$ cat src/rtl/fsm_me_if.sv
// Symbol/detect bundle for the fsm_me A,B,B recognizer.
// The master drives the symbol; the slave (recognizer) returns detect, count and symbol error.
interface fsm_me_if #(
    parameter int unsigned CNT_W = 8
);
    logic [1:0]       x;
    logic             z;
    logic [CNT_W-1:0] count;
    logic             sym_err;

    modport master (
        output x,
        input  z,
        input  count,
        input  sym_err
    );

    modport slave (
        input  x,
        output z,
        output count,
        output sym_err
    );
endinterface

$ cat src/rtl/fsm_me.sv
// Mealy recognizer for the symbol sequence A,B,B with a saturating detection counter.
// Define FSM_ME_REG_OUT_EN to register z (one cycle later, glitch-free).
module fsm_me #(
    parameter int unsigned CNT_W = 8
) (
    input logic    clock,
    input logic    reset,
    fsm_me_if.slave bus
);
    localparam logic [1:0] SymA   = 2'b00;
    localparam logic [1:0] SymB   = 2'b01;
    localparam logic [1:0] SymIll = 2'b10;

    typedef enum logic [1:0] {
        S0  = 2'b00,
        Sa  = 2'b01,
        Sab = 2'b10
    } state_e;

    state_e           state_q, state_d;
    logic [CNT_W-1:0] count_q;
    logic             det;

    always_comb begin
        state_d = S0;
        det     = (state_q == Sab) && (bus.x == SymB);
        case (state_q)
            Sa: begin
                if (bus.x == SymA) begin
                    state_d = Sa;
                end else if (bus.x == SymB) begin
                    state_d = Sab;
                end
            end
            // B here is the detection; no overlap, so it falls back to S0.
            Sab: begin
                if (bus.x == SymA) begin
                    state_d = Sa;
                end
            end
            // S0 and the unreachable encoding 2'b11 behave identically.
            default: begin
                if (bus.x == SymA) begin
                    state_d = Sa;
                end
            end
        endcase
    end

    always_ff @(posedge clock) begin
        if (reset) begin
            state_q <= S0;
            count_q <= '0;
        end else begin
            state_q <= state_d;
            if (det && (count_q != {CNT_W{1'b1}})) begin
                count_q <= count_q + CNT_W'(1);
            end
        end
    end

`ifdef FSM_ME_REG_OUT_EN
    logic z_q;

    always_ff @(posedge clock) begin
        if (reset) begin
            z_q <= 1'b0;
        end else begin
            z_q <= det;
        end
    end

    assign bus.z = z_q;
`else
    assign bus.z = det && !reset;
`endif

    assign bus.count   = count_q;
    assign bus.sym_err = (bus.x == SymIll);
endmodule

$ cat src/flat_wrapper.sv
// flat-port wrapper written by rule: the top's interface ports become plain ports
module fsm_me_flat 
#(
    parameter int unsigned CNT_W = 8
)
  (clock, reset, bus_x, bus_z, bus_count, bus_sym_err);
  fsm_me_if #(.CNT_W(CNT_W)) bus_i ();
  input logic clock;
  input logic reset;
  input wire logic [$bits(bus_i.x)-1:0] bus_x;
  output wire logic [$bits(bus_i.z)-1:0] bus_z;
  output wire logic [$bits(bus_i.count)-1:0] bus_count;
  output wire logic [$bits(bus_i.sym_err)-1:0] bus_sym_err;
  assign bus_i.x = bus_x;
  assign bus_z = bus_i.z;
  assign bus_count = bus_i.count;
  assign bus_sym_err = bus_i.sym_err;
  fsm_me #(.CNT_W(CNT_W)) u_core (.clock(clock), .reset(reset), .bus(bus_i));
endmodule
$ cat config.mk
export PLATFORM = sky130hd
export DESIGN_NAME = fsm_me_flat
export DESIGN_NICKNAME = d
export VERILOG_FILES = /design/src/rtl/fsm_me_if.sv /design/src/rtl/fsm_me.sv /design/src/flat_wrapper.sv
export SDC_FILE = /design/constraint.sdc
export NUM_CORES = 1
export LEC_CHECK = 0
export ABC_CLOCK_PERIOD_IN_PS = 1600
export BUFFER_PORTS_ARGS = -buffer_cell sky130_fd_sc_hd__buf_4
export CORE_AREA = 2 2 39 41
export CTS_BUF_LIST = sky130_fd_sc_hd__clkbuf_4 sky130_fd_sc_hd__clkbuf_8 sky130_fd_sc_hd__clkbuf_16
export CTS_CLUSTER_SIZE = 28
export DETAILED_ROUTE_END_ITERATION = 10
export DIE_AREA = 0 0 41 43
export GPL_TIMING_DRIVEN = 0
export SETUP_SLACK_MARGIN = 0.02
export SYNTH_ARGS = -nofsm -noshare
export SYNTH_HDL_FRONTEND = slang
export SYNTH_SLANG_ARGS = --single-unit
$ cat constraint.sdc
create_clock -name clock -period 1.6 [get_ports clock]
set_input_delay 0.32 -clock clock [delete_from_list [all_inputs] [get_ports clock]]
set_output_delay 0.32 -clock clock [all_outputs]
set_load 0.01 [all_outputs]
[After elaboration in Yosys (flattened, before gate mapping)]
Cells that the tools add are included.
Storage, ports and cells
  logic and storage cells: 17
  flip-flop bits (word level): 10
  input port bits: 4
Operators by class
  reductions and logical operators: 5
  multiplexer cells: 4
  add/subtract/negate cells: 1
  equal/unequal tests: 5
Operators with widths (number)
  $add 8x1->8 const B: 1
  $ne 8x8->1 const B: 1
  $mux 2: 3
  $eq 2x1->1 const B: 2
  $eq 2x2->1 const B: 2
  $logic_and 1x1->1: 3
  $logic_not 2->1: 1
  $logic_not 1->1: 1
  $mux 1: 1

[Longest topological paths before layout]
Gate-level depths: netlist of run 1.
  depth after elaboration: 4
  depth in mapped cells: 5
  mapped depth without buffers: 5

[Worst setup path after synthesis of run 1]
No wires, ideal clock.
  path kind: flip-flop to flip-flop
  start point: register u_core.count_q[0] (netlist: u_core.bus.count[0])
  end point: register u_core.count_q[1] (netlist: u_core.bus.count[1])
  buffers on the path: 0
  data arrival time: 1.272 ns
  cell stages (with the launch flop): 6
  clock period less this slack: 1.400 ns
  setup slack: 0.200 ns
  path through: dfxtp_1 ha_1 nand2_1 o31ai_2 mux2i_1 nor2_1
Between the ends
  longest elaborated chain between the ends: 2
  elaborated cells on any way between the ends: 3
  those cells by class: add/sub (1); eq/ne (1); reduce/logical (1)
Ends and longest elaborated chain
  start: declaration: line fsm_me.sv:21  | logic [CNT_W-1:0] count_q;
  start signal: assignment: line fsm_me.sv:57  | count_q <= count_q + CNT_W'(1);
  parallel branches: the longest is 2 deep, another holds $add 8x1->8
Several ways; the timed one is not identified.
A chain may end at the register's enable or synchronous reset.

[Worst setup path after layout of run 1]
  start point: register u_core.state_q[0]
  end point: output bus_z
Between the ends
  longest elaborated chain between the ends: 3
Ends and longest elaborated chain
  start: declaration: line fsm_me.sv:20  | state_e state_q, state_d;
  start signal: assignment: line fsm_me.sv:55  | state_q <= state_d;
  $eq 2x2->1: line fsm_me.sv:26  | det = (state_q == Sab) && (bus.x == SymB);
  $logic_and 1x1->1: line fsm_me.sv:26
  $logic_and 1x1->1: line fsm_me.sv:75  | assign bus.z = det && !reset;
  end: declaration: line flat_wrapper.sv:11  | output wire logic [$bits(bus_i.z)-1:0] bus_z;
Every way passes these cells.

==> out/results.tsv, run 1 <==
metric	value	unit
status	completed	
Syn Std Cell Area	484	um2
top cells by area, synth	dfxtp_1 (41%), mux2i_1 (4.1%), nor2_1 (3.9%)	
GP Congestion	0.760	
synthesized area per cell	9.31	um2
fin util	45.3	%
CP required	1.28	ns
post-route setup TNS	0	ns
Crit path max-delay family	simple AND/OR/NAND/NOR gates	
Yosys reg bits	10	
crit path DAT	1.19	ns
Worst Hold Margin	0.252	ns
Slew Viols, Final	0	
max-cap viol count	0	
worst-margin pin slew	0.458	ns
sequential cell area	200	um2
slowest stage delay, CP	0.36	ns
Via density	5.11	
row cnt	14	
CTS buffer count	3	
Buf/Inv on CP	1	
Cell variety after synth	29	
Detailed Route Iter0 Violations	7	
PwrDens	684	nW/um2
maximum buffer depth of the clock tree	2	
Worst Setup End Kind	primary output	
final instance area	627	um2
top cell type's share of synthesized area	41.3	%
routed len/inst	11.5	um
multi-input logic area	275	um2
syn_nets	57	
# port buffers	13	
PnR worst setup slack	0.0928	ns
Post-DRT Antenna Nets	0	
Area Overhead vs Synth	29.5	%
Fin. Hold Viols	0	
drt total wl	966	um
cells after synthesis	52	
die height	43	um
diode count	0	
Slowest cell on crit path	and4bb_4	
vias in the first global route	362	
DRT Pass-1 Iters	4	
FFs w/ async S/R, synth	0	%
Yosys top cell by area	dfxtp_1	
GRT Total Usage	12.9	%
CTS sink cnt	10	
clock slew at reported path FFs	0.05	ns
# nets final	75	
f_max	0.663	GHz
setup bufs post-CTS	0	
TritonCTS clock tree	done	
crit path cell chain	and4bb_4, nor2b_1, buf_4	
# hold bufs at CTS	0	
Fillers	155	
grt total ovfl	0	
Setup crit start kind	flip-flop	
RSZ-0062 raised after global routing	false	
H-tree lvl count	1	
Final Critical Period	1.51	ns
Hold Path Class	in -> reg	
Die X	41	um
Non-Filler Instances	84	
area post-placement	602	um2
DRC Markers	0	
fin crit share	94.2	%
fraction of layout cells with a size suffix above 1	30.9	%
DP Wirelength	729	um
Root Buffer	clkbuf_4	
ys flop type	dfxtp_1	
Ports	14	
number of synthesized flops with an enable pin	0	
Ys Warns	0	
vias	429	
Clock Latency Late Sink	0.25	ns
Max Clock Skew	0.00568	ns
initial antenna violation count	0	
crit-path max FO	8	
largest net degree at the start of global routing	11	
Core Box Area	1380	um2
Pwr Total	0.429	mW
first-pass GRT wire length	1520	um
DP Worst Slack	0.129	ns
Slew HR	69.4	%
VDD IR-drop max	352	uV
register area share after synthesis	41.3	%
Cells after DPL	81	
initial core utilization	35.0	%
DIE AREA	1760	um2
Final setup viols	0	
critical path type	reg -> out	
Leak	0.259	nW
## final cells by class
class / instances / share of cell area, %
Multi-Input combinational cell: 39 / 43.9
Sequential cell: 10 / 31.9
Timing Repair Buffer: 13 / 15.6
Clock buffer: 3 / 3.59
Tap cell: 16 / 3.19
Inverter: 2 / 1.20
Buffer: 1 / 0.599
## kinds of logic after synthesis
logic type	count (synthesis)	synth area share, %
buffers and inverters	3	2.33
adder cells (fa/ha/maj)	1	2.58
multiplexers	2	4.13
AND/OR/NAND/NOR	25	32.3
XOR/XNOR	2	3.62
flip-flops	10	41.3
AO/OA/AOI/OAI	9	13.7
## state kept, by name, indices dropped and copies added, names as in the netlist
register          cells
u_core.state_q        2
u_core.bus.count      8
## worst paths after layout
check / from / endpoint / slack [ns] / cells past startpoint
max: u_core.state_q[0]$_SDFF_PP0_ / bus_z / 0.09 / 3
min: bus_x[1] / u_core.state_q[1]$_SDFF_PP0_ / 0.25 / 2
max reg2reg: u_core.bus.count[0]$_SDFFE_PP0P_ / u_core.bus.count[1]$_SDFFE_PP0P_ / 0.17 / 5
min reg2reg: u_core.state_q[1]$_SDFF_PP0_ / u_core.state_q[1]$_SDFF_PP0_ / 0.43 / 1
## layout by cell type (no fill, tap or decap), types with 2 or more instances in the layout
cell	synthesis	final
dfxtp_1	10	10
and4_1	2	2
buf_4	0	13
nor2_1	5	5
clkbuf_4	0	3
xor2_1	2	2
and3_1	2	2
nand4_1	2	2
nor2b_1	3	3
inv_1	2	2
nand2_1	3	3
mux2i_1	2	2
## report_power, final
part / switching (mW) / internal [mW] / total [mW]
Combinational: 0.00959 / 0.00961 / 0.0192
Clock: 0.0724 / 0.0861 / 0.159
Sequential: 0.000844 / 0.250 / 0.251
Total: 0.0829 / 0.346 / 0.429
## routing by layer
metal	vias up	share of wire (%)	routed length [um]	GRT usage, %
met5	-	0	0	0
met4	0	1.4	14	10.0
met3	2	6.3	61	3.14
met2	11	41	396	14.7
met1	187	51	494	19.5
li1	229	-	-	-
## cell usage after synthesis, drive strengths merged, types with 2 or more instances
cell,instances
nand4,2
nand3,2
nand2,3
xor2,2
nor2,5
and4,2
o21ai,2
inv,2
nor3,2
and3,2
nor2b,3
dfxtp,10
mux2i,2
## what timing repair did
item	CTS	global route
hold endpoints to repair	0	0
endpoints found under the setup margin	0	2
gates resized for setup	0	1
(Power assumes the default switching activity.)
==> inputs of run 2 (changes only) <==
--- a/config.mk
+++ b/config.mk
@@ -14,4 +14,5 @@
 export DIE_AREA = 0 0 41 43
 export GPL_TIMING_DRIVEN = 0
+export REMOVE_ABC_BUFFERS = 1
 export SETUP_SLACK_MARGIN = 0.02
 export SYNTH_ARGS = -nofsm -noshare
==> constraint.sdc (replaced) <==
create_clock -name clock -period 1.6 [get_ports clock]
set_input_delay 0.16 -clock clock [delete_from_list [all_inputs] [get_ports clock]]
set_output_delay 0.16 -clock clock [all_outputs]
set_load 0.01 [all_outputs]
==> run 2 against run 1 <==
Against the previous run:
- worst hold slack got worse by 0.19 ns
- maximum frequency increased by 2.4%
- cell count is the same
- cell area is 2.6% higher
- critical endpoint is now u_core.bus.count[1]$_SDFFE_PP0P_
==> out/results.tsv, run 2 (synthesized netlist as in run 1, its figures left out) <==
metric	value	unit
status	completed	
fin crit share	92.0	%
Hold Path Class	in -> reg	
Max Clock Skew	0.00641	ns
Slew HR	80.8	%
vias in the first global route	367	
post-route setup TNS	0	ns
RSZ-0062 raised after global routing	false	
DIE AREA	1760	um2
Slew Viols, Final	0	
CP required	1.76	ns
CTS sink cnt	10	
hold worst-path end	u_core.state_q[1]$_SDFF_PP0_	
max FFs per register	8	
# nets final	74	
PwrDens	771	nW/um2
first-pass GRT wire length	1490	um
Core Box Area	1380	um2
H-tree lvl count	1	
# hold bufs at CTS	0	
max-cap viol count	0	
M2 GR Usage	16.6	%
fraction of layout cells with a size suffix above 1	30.9	%
initial core utilization	35.0	%
crit-path max FO	6	
largest net degree at the start of global routing	13	
commonest non-fill, non-tap cell in the layout	buf_4	
Most Crowded Layer GR	met2	
met1 usage	15.7	%
Cells after DPL	80	
fin util	46.5	%
clock slew at reported path FFs	0.07	ns
worst flop-to-flop path startpoint	u_core.bus.count[0]$_SDFFE_PP0P_	
slowest stage delay, CP	0.40	ns
f_max	0.679	GHz
area post-placement	598	um2
Via density	5.21	
routed len/inst	11.3	um
Clock Latency Late Sink	0.27	ns
Post-DRT Antenna Nets	0	
Final Critical Period	1.47	ns
hold_sp	bus_x[1]	
Die X	41	um
CTS buffer count	3	
internal cell power	0.398	mW
Setup crit start kind	flip-flop	
Slowest cell on crit path	dfxtp_1	
maximum buffer depth of the clock tree	2	
final instance area	643	um2
crit path cell chain	ha_1, nand2_1, o31ai_4, mux2i_1, nor2_1	
R2R depth	5	
Root Buffer	clkbuf_4	
Leak	0.269	nW
Area Overhead vs Synth	32.8	%
critical path type	reg -> reg	
GP Congestion	0.779	
# port buffers	13	
part of the power in registers	50.6	%
Crit path max-delay family	flip-flops	
diode count	0	
DRC Markers	0	
GR Util met3	4.71	%
crit path DAT	1.63	ns
Fillers	143	
grt total ovfl	0	
FF-to-FF End	u_core.bus.count[1]$_SDFFE_PP0P_	
DRT Pass-1 Iters	4	
worst-margin pin slew	0.283	ns
initial antenna violation count	0	
switching power share of the total	19.8	%
row cnt	14	
NetSw	0.0982	mW
Worst Setup End Kind	flip-flop	
worst reg-to-reg setup slack	0.13	ns
die height	43	um
Combinational Power Share	3.7	%
hold path depth	2	
Non-Filler Instances	84	
vias	438	
Fin. Hold Viols	0	
Detailed Route Iter0 Violations	10	
GRT Total Usage	12.9	%
drt total wl	947	um
commonest cells after routing, fill and taps aside	buf_4 (13), dfxtp_1 (10), nor2_1 (5)	
Buf/Inv on CP	0	
TritonCTS clock tree	done	
Final setup viols	0	
Ports	14	
VDD IR-drop max	347	uV
DP Wirelength	706	um
Clock power frac	45.7	%
run 2: cell count changes in the layout (fill, tap and decap cells not counted):
cell,previous run,this run
o31ai_2,1,0
o31ai_4,0,1
clkbuf_8,0,1
clkbuf_1,1,0
ha_2,1,0
ha_1,0,1
run 2: stage by stage:
step / power [mW] / setup WS [ns] / hold slack [ns]
after floorplan: 0.261 / 0.214 / 0.230
after global placement: 0.275 / 0.141 / 0.350
after detailed placement: 0.275 / 0.128 / 0.354
after CTS: 0.502 / 0.106 / 0.0672
after global routing: 0.525 / 0.0452 / 0.0547
final: 0.496 / 0.128 / 0.0661
run 2: power groups by stage:
stage	Clock [mW]	Combinational, mW	Sequential [mW]
final	0.227	0.0184	0.251
after detailed placement	0	0.0186	0.256
after global placement	0	0.0185	0.256
after CTS	0.233	0.0186	0.251
after global routing	0.254	0.0202	0.251
after floorplan	0	0.00445	0.256
run 2: how the worst max path moves through the flow:
stage                                     startpoint                                to  slack (ns)  cells past startpoint
CTS                 u_core.bus.count[0]$_SDFFE_PP0P_  u_core.bus.count[1]$_SDFFE_PP0P_        0.11                      5
finish              u_core.bus.count[0]$_SDFFE_PP0P_  u_core.bus.count[1]$_SDFFE_PP0P_        0.13                      5
global placement    u_core.bus.count[0]$_SDFFE_PP0P_  u_core.bus.count[1]$_SDFFE_PP0P_        0.14                      5
global route        u_core.bus.count[0]$_SDFFE_PP0P_  u_core.bus.count[1]$_SDFFE_PP0P_        0.05                      5
floorplan           u_core.bus.count[0]$_SDFFE_PP0P_  u_core.bus.count[1]$_SDFFE_PP0P_        0.21                      5
detailed placement  u_core.bus.count[0]$_SDFFE_PP0P_  u_core.bus.count[1]$_SDFFE_PP0P_        0.13                      5
run 2: routing by layer:
layer | vias up | wire length (um)
met2 | 15 | 408
met4 | 0 | 31
li1 | 224 | -
met1 | 194 | 449
met3 | 5 | 56
met5 | - | 0
run 2: layout make-up:
cell class	count	area (um2)	area share (%)
Tap cell	16	20.0	3.11
Clock buffer	4	36.3	5.64
Multi-Input combinational cell	39	282	43.8
Inverter	2	7.51	1.17
Sequential cell	10	200	31.1
Timing Repair Buffer	13	97.6	15.2
run 2: repair_timing:
action / CTS / global route
gates resized for setup: 0 / 1
setup endpoints to repair: 0 / 1
setup buffers: 0 / 0
==> inputs of run 3 (changes only) <==
- PLACE_DENSITY_LB_ADDON: default -> 0.15
- SLEW_MARGIN: default -> 30
==> run 3 against run 2 <==
Against the previous run:
- clock power is essentially flat
- sequential share of layout area is the same
- non-clock buffer count is the same
- register-to-register slack lost 0.02 ns
- combinational power is essentially flat
- largest cell class unchanged
- cell area is the same
- critical path depth is the same
- largest power group unchanged
- global-route usage grew 0.97 points
- die area is the same
- critical path type unchanged
==> out/results.tsv, run 3 (synthesized netlist as in run 1, its figures left out) <==
metric	value	unit
post-route setup TNS	0	ns
Clock power frac	45.8	%
Die X	41	um
row cnt	14	
maximum buffer depth of the clock tree	2	
drt total wl	1040	um
# nets final	74	
worst flop-to-flop path startpoint	u_core.bus.count[0]$_SDFFE_PP0P_	
Max Clock Skew	0.00133	ns
Setup crit start kind	flip-flop	
# port buffers	13	
GRT Total Usage	13.9	%
DIE AREA	1760	um2
RSZ-0062 raised after global routing	false	
DP Wirelength	700	um
sequential cell area	200	um2
Hold Path Class	in -> reg	
Pwr Total	0.497	mW
crit path DAT	1.65	ns
Core Box Area	1380	um2
Slew Viols, Final	0	
Ports	14	
CTS buffer count	3	
initial core utilization	35.0	%
fin util	46.5	%
Fillers	145	
die height	43	um
internal cell power	0.397	mW
CP startpoint	u_core.bus.count[0]$_SDFFE_PP0P_	
DRT Pass-1 Iters	4	
fin crit share	93.3	%
multi-input logic area	282	um2
Detailed Route Iter0 Violations	8	
Clock Latency Late Sink	0.26	ns
Fin. Hold Viols	0	
diode count	0	
H-tree lvl count	1	
vias	441	
vias in the first global route	379	
Final Critical Period	1.49	ns
CP required	1.76	ns
initial antenna violation count	0	
status	completed	
largest net degree at the start of global routing	13	
TritonCTS clock tree	done	
VDD IR-drop max	380	uV
Slew HR	80.4	%
clock slew at reported path FFs	0.07	ns
PwrDens	773	nW/um2
NetSw	0.0997	mW
Final setup viols	0	
Post-DRT Antenna Nets	0	
critical path type	reg -> reg	
first-pass GRT wire length	1590	um
hold_sp	bus_x[1]	
commonest non-fill, non-tap cell in the layout	buf_4	
Leak	0.269	nW
commonest cells after routing, fill and taps aside	buf_4 (13), dfxtp_1 (10), nor2_1 (5)	
crit-path max FO	6	
grt total ovfl	0	
max-cap viol count	0	
PnR worst setup slack	0.107	ns
Root Buffer	clkbuf_4	
switching power share of the total	20.1	%
DP Worst Slack	0.124	ns
Combinational Power Share	3.8	%
f_max	0.670	GHz
worst-margin pin slew	0.289	ns
part of the power in registers	50.4	%
Area Overhead vs Synth	32.8	%
Via density	5.25	
DRC Markers	0	
setup bufs post-CTS	0	
max FFs per register	8	
GP Congestion	0.695	
fraction of layout cells with a size suffix above 1	30.9	%
Worst Setup End Kind	flip-flop	
routed len/inst	12.4	um
CTS sink cnt	10	
run 3: cell counts in the layout (fill, tap and decap cells not counted):
Identical to the previous run, type by type.
run 3: timing repair:
item	4_1_cts	5_1_grt
hold buffers	0	0
resized for setup	0	1
setup endpoints to repair	0	2
run 3: critical path: stages (launching register included):
cell	delay, ns
dfxtp_1	0.40
ha_1	0.28
nand2_1	0.14
o31ai_4	0.31
mux2i_1	0.21
nor2_1	0.05
run 3: path summary, 6_finish.rpt:
| check | to | slack (ns) | depth (start not counted) |
|---|---|---|---|
| min | u_core.state_q[1]$_SDFF_PP0_ | 0.08 | 2 |
| min reg2reg | u_core.state_q[1]$_SDFF_PP0_ | 0.43 | 1 |
| max reg2reg | u_core.bus.count[1]$_SDFFE_PP0P_ | 0.11 | 5 |
| max | u_core.bus.count[1]$_SDFFE_PP0P_ | 0.11 | 5 |
run 3: layout make-up:
cell class	count	share of cell area, %
Timing Repair Buffer	13	15.2
Sequential cell	10	31.1
Inverter	2	1.17
Clock buffer	4	5.64
Multi-Input combinational cell	39	43.8
Tap cell	16	3.11
run 3: through the flow:
step | area [um2] | hold slack (ns) | std cells
after global placement | 598 | 0.351 | 80
final | 643 | 0.0771 | 84
after global routing | 643 | 0.0657 | 84
after floorplan | 480 | 0.230 | 51
after CTS | 634 | 0.0698 | 84
after detailed placement | 598 | 0.354 | 80
run 3: metal layers:
metal | share of wire (%) | global-route usage (%)
met4 | 4.2 | 13.3
met3 | 4.5 | 4.71
met1 | 49 | 19.8
met2 | 42 | 15.0
met5 | 0 | 0
run 3: power groups by stage:
stage                     logic, mW  registers, mW  clock network, mW
after floorplan             0.00445          0.256                  0
after global placement       0.0186          0.256                  0
after detailed placement     0.0188          0.256                  0
after CTS                    0.0190          0.251              0.239
after global routing         0.0201          0.251              0.251
final                        0.0187          0.251              0.228
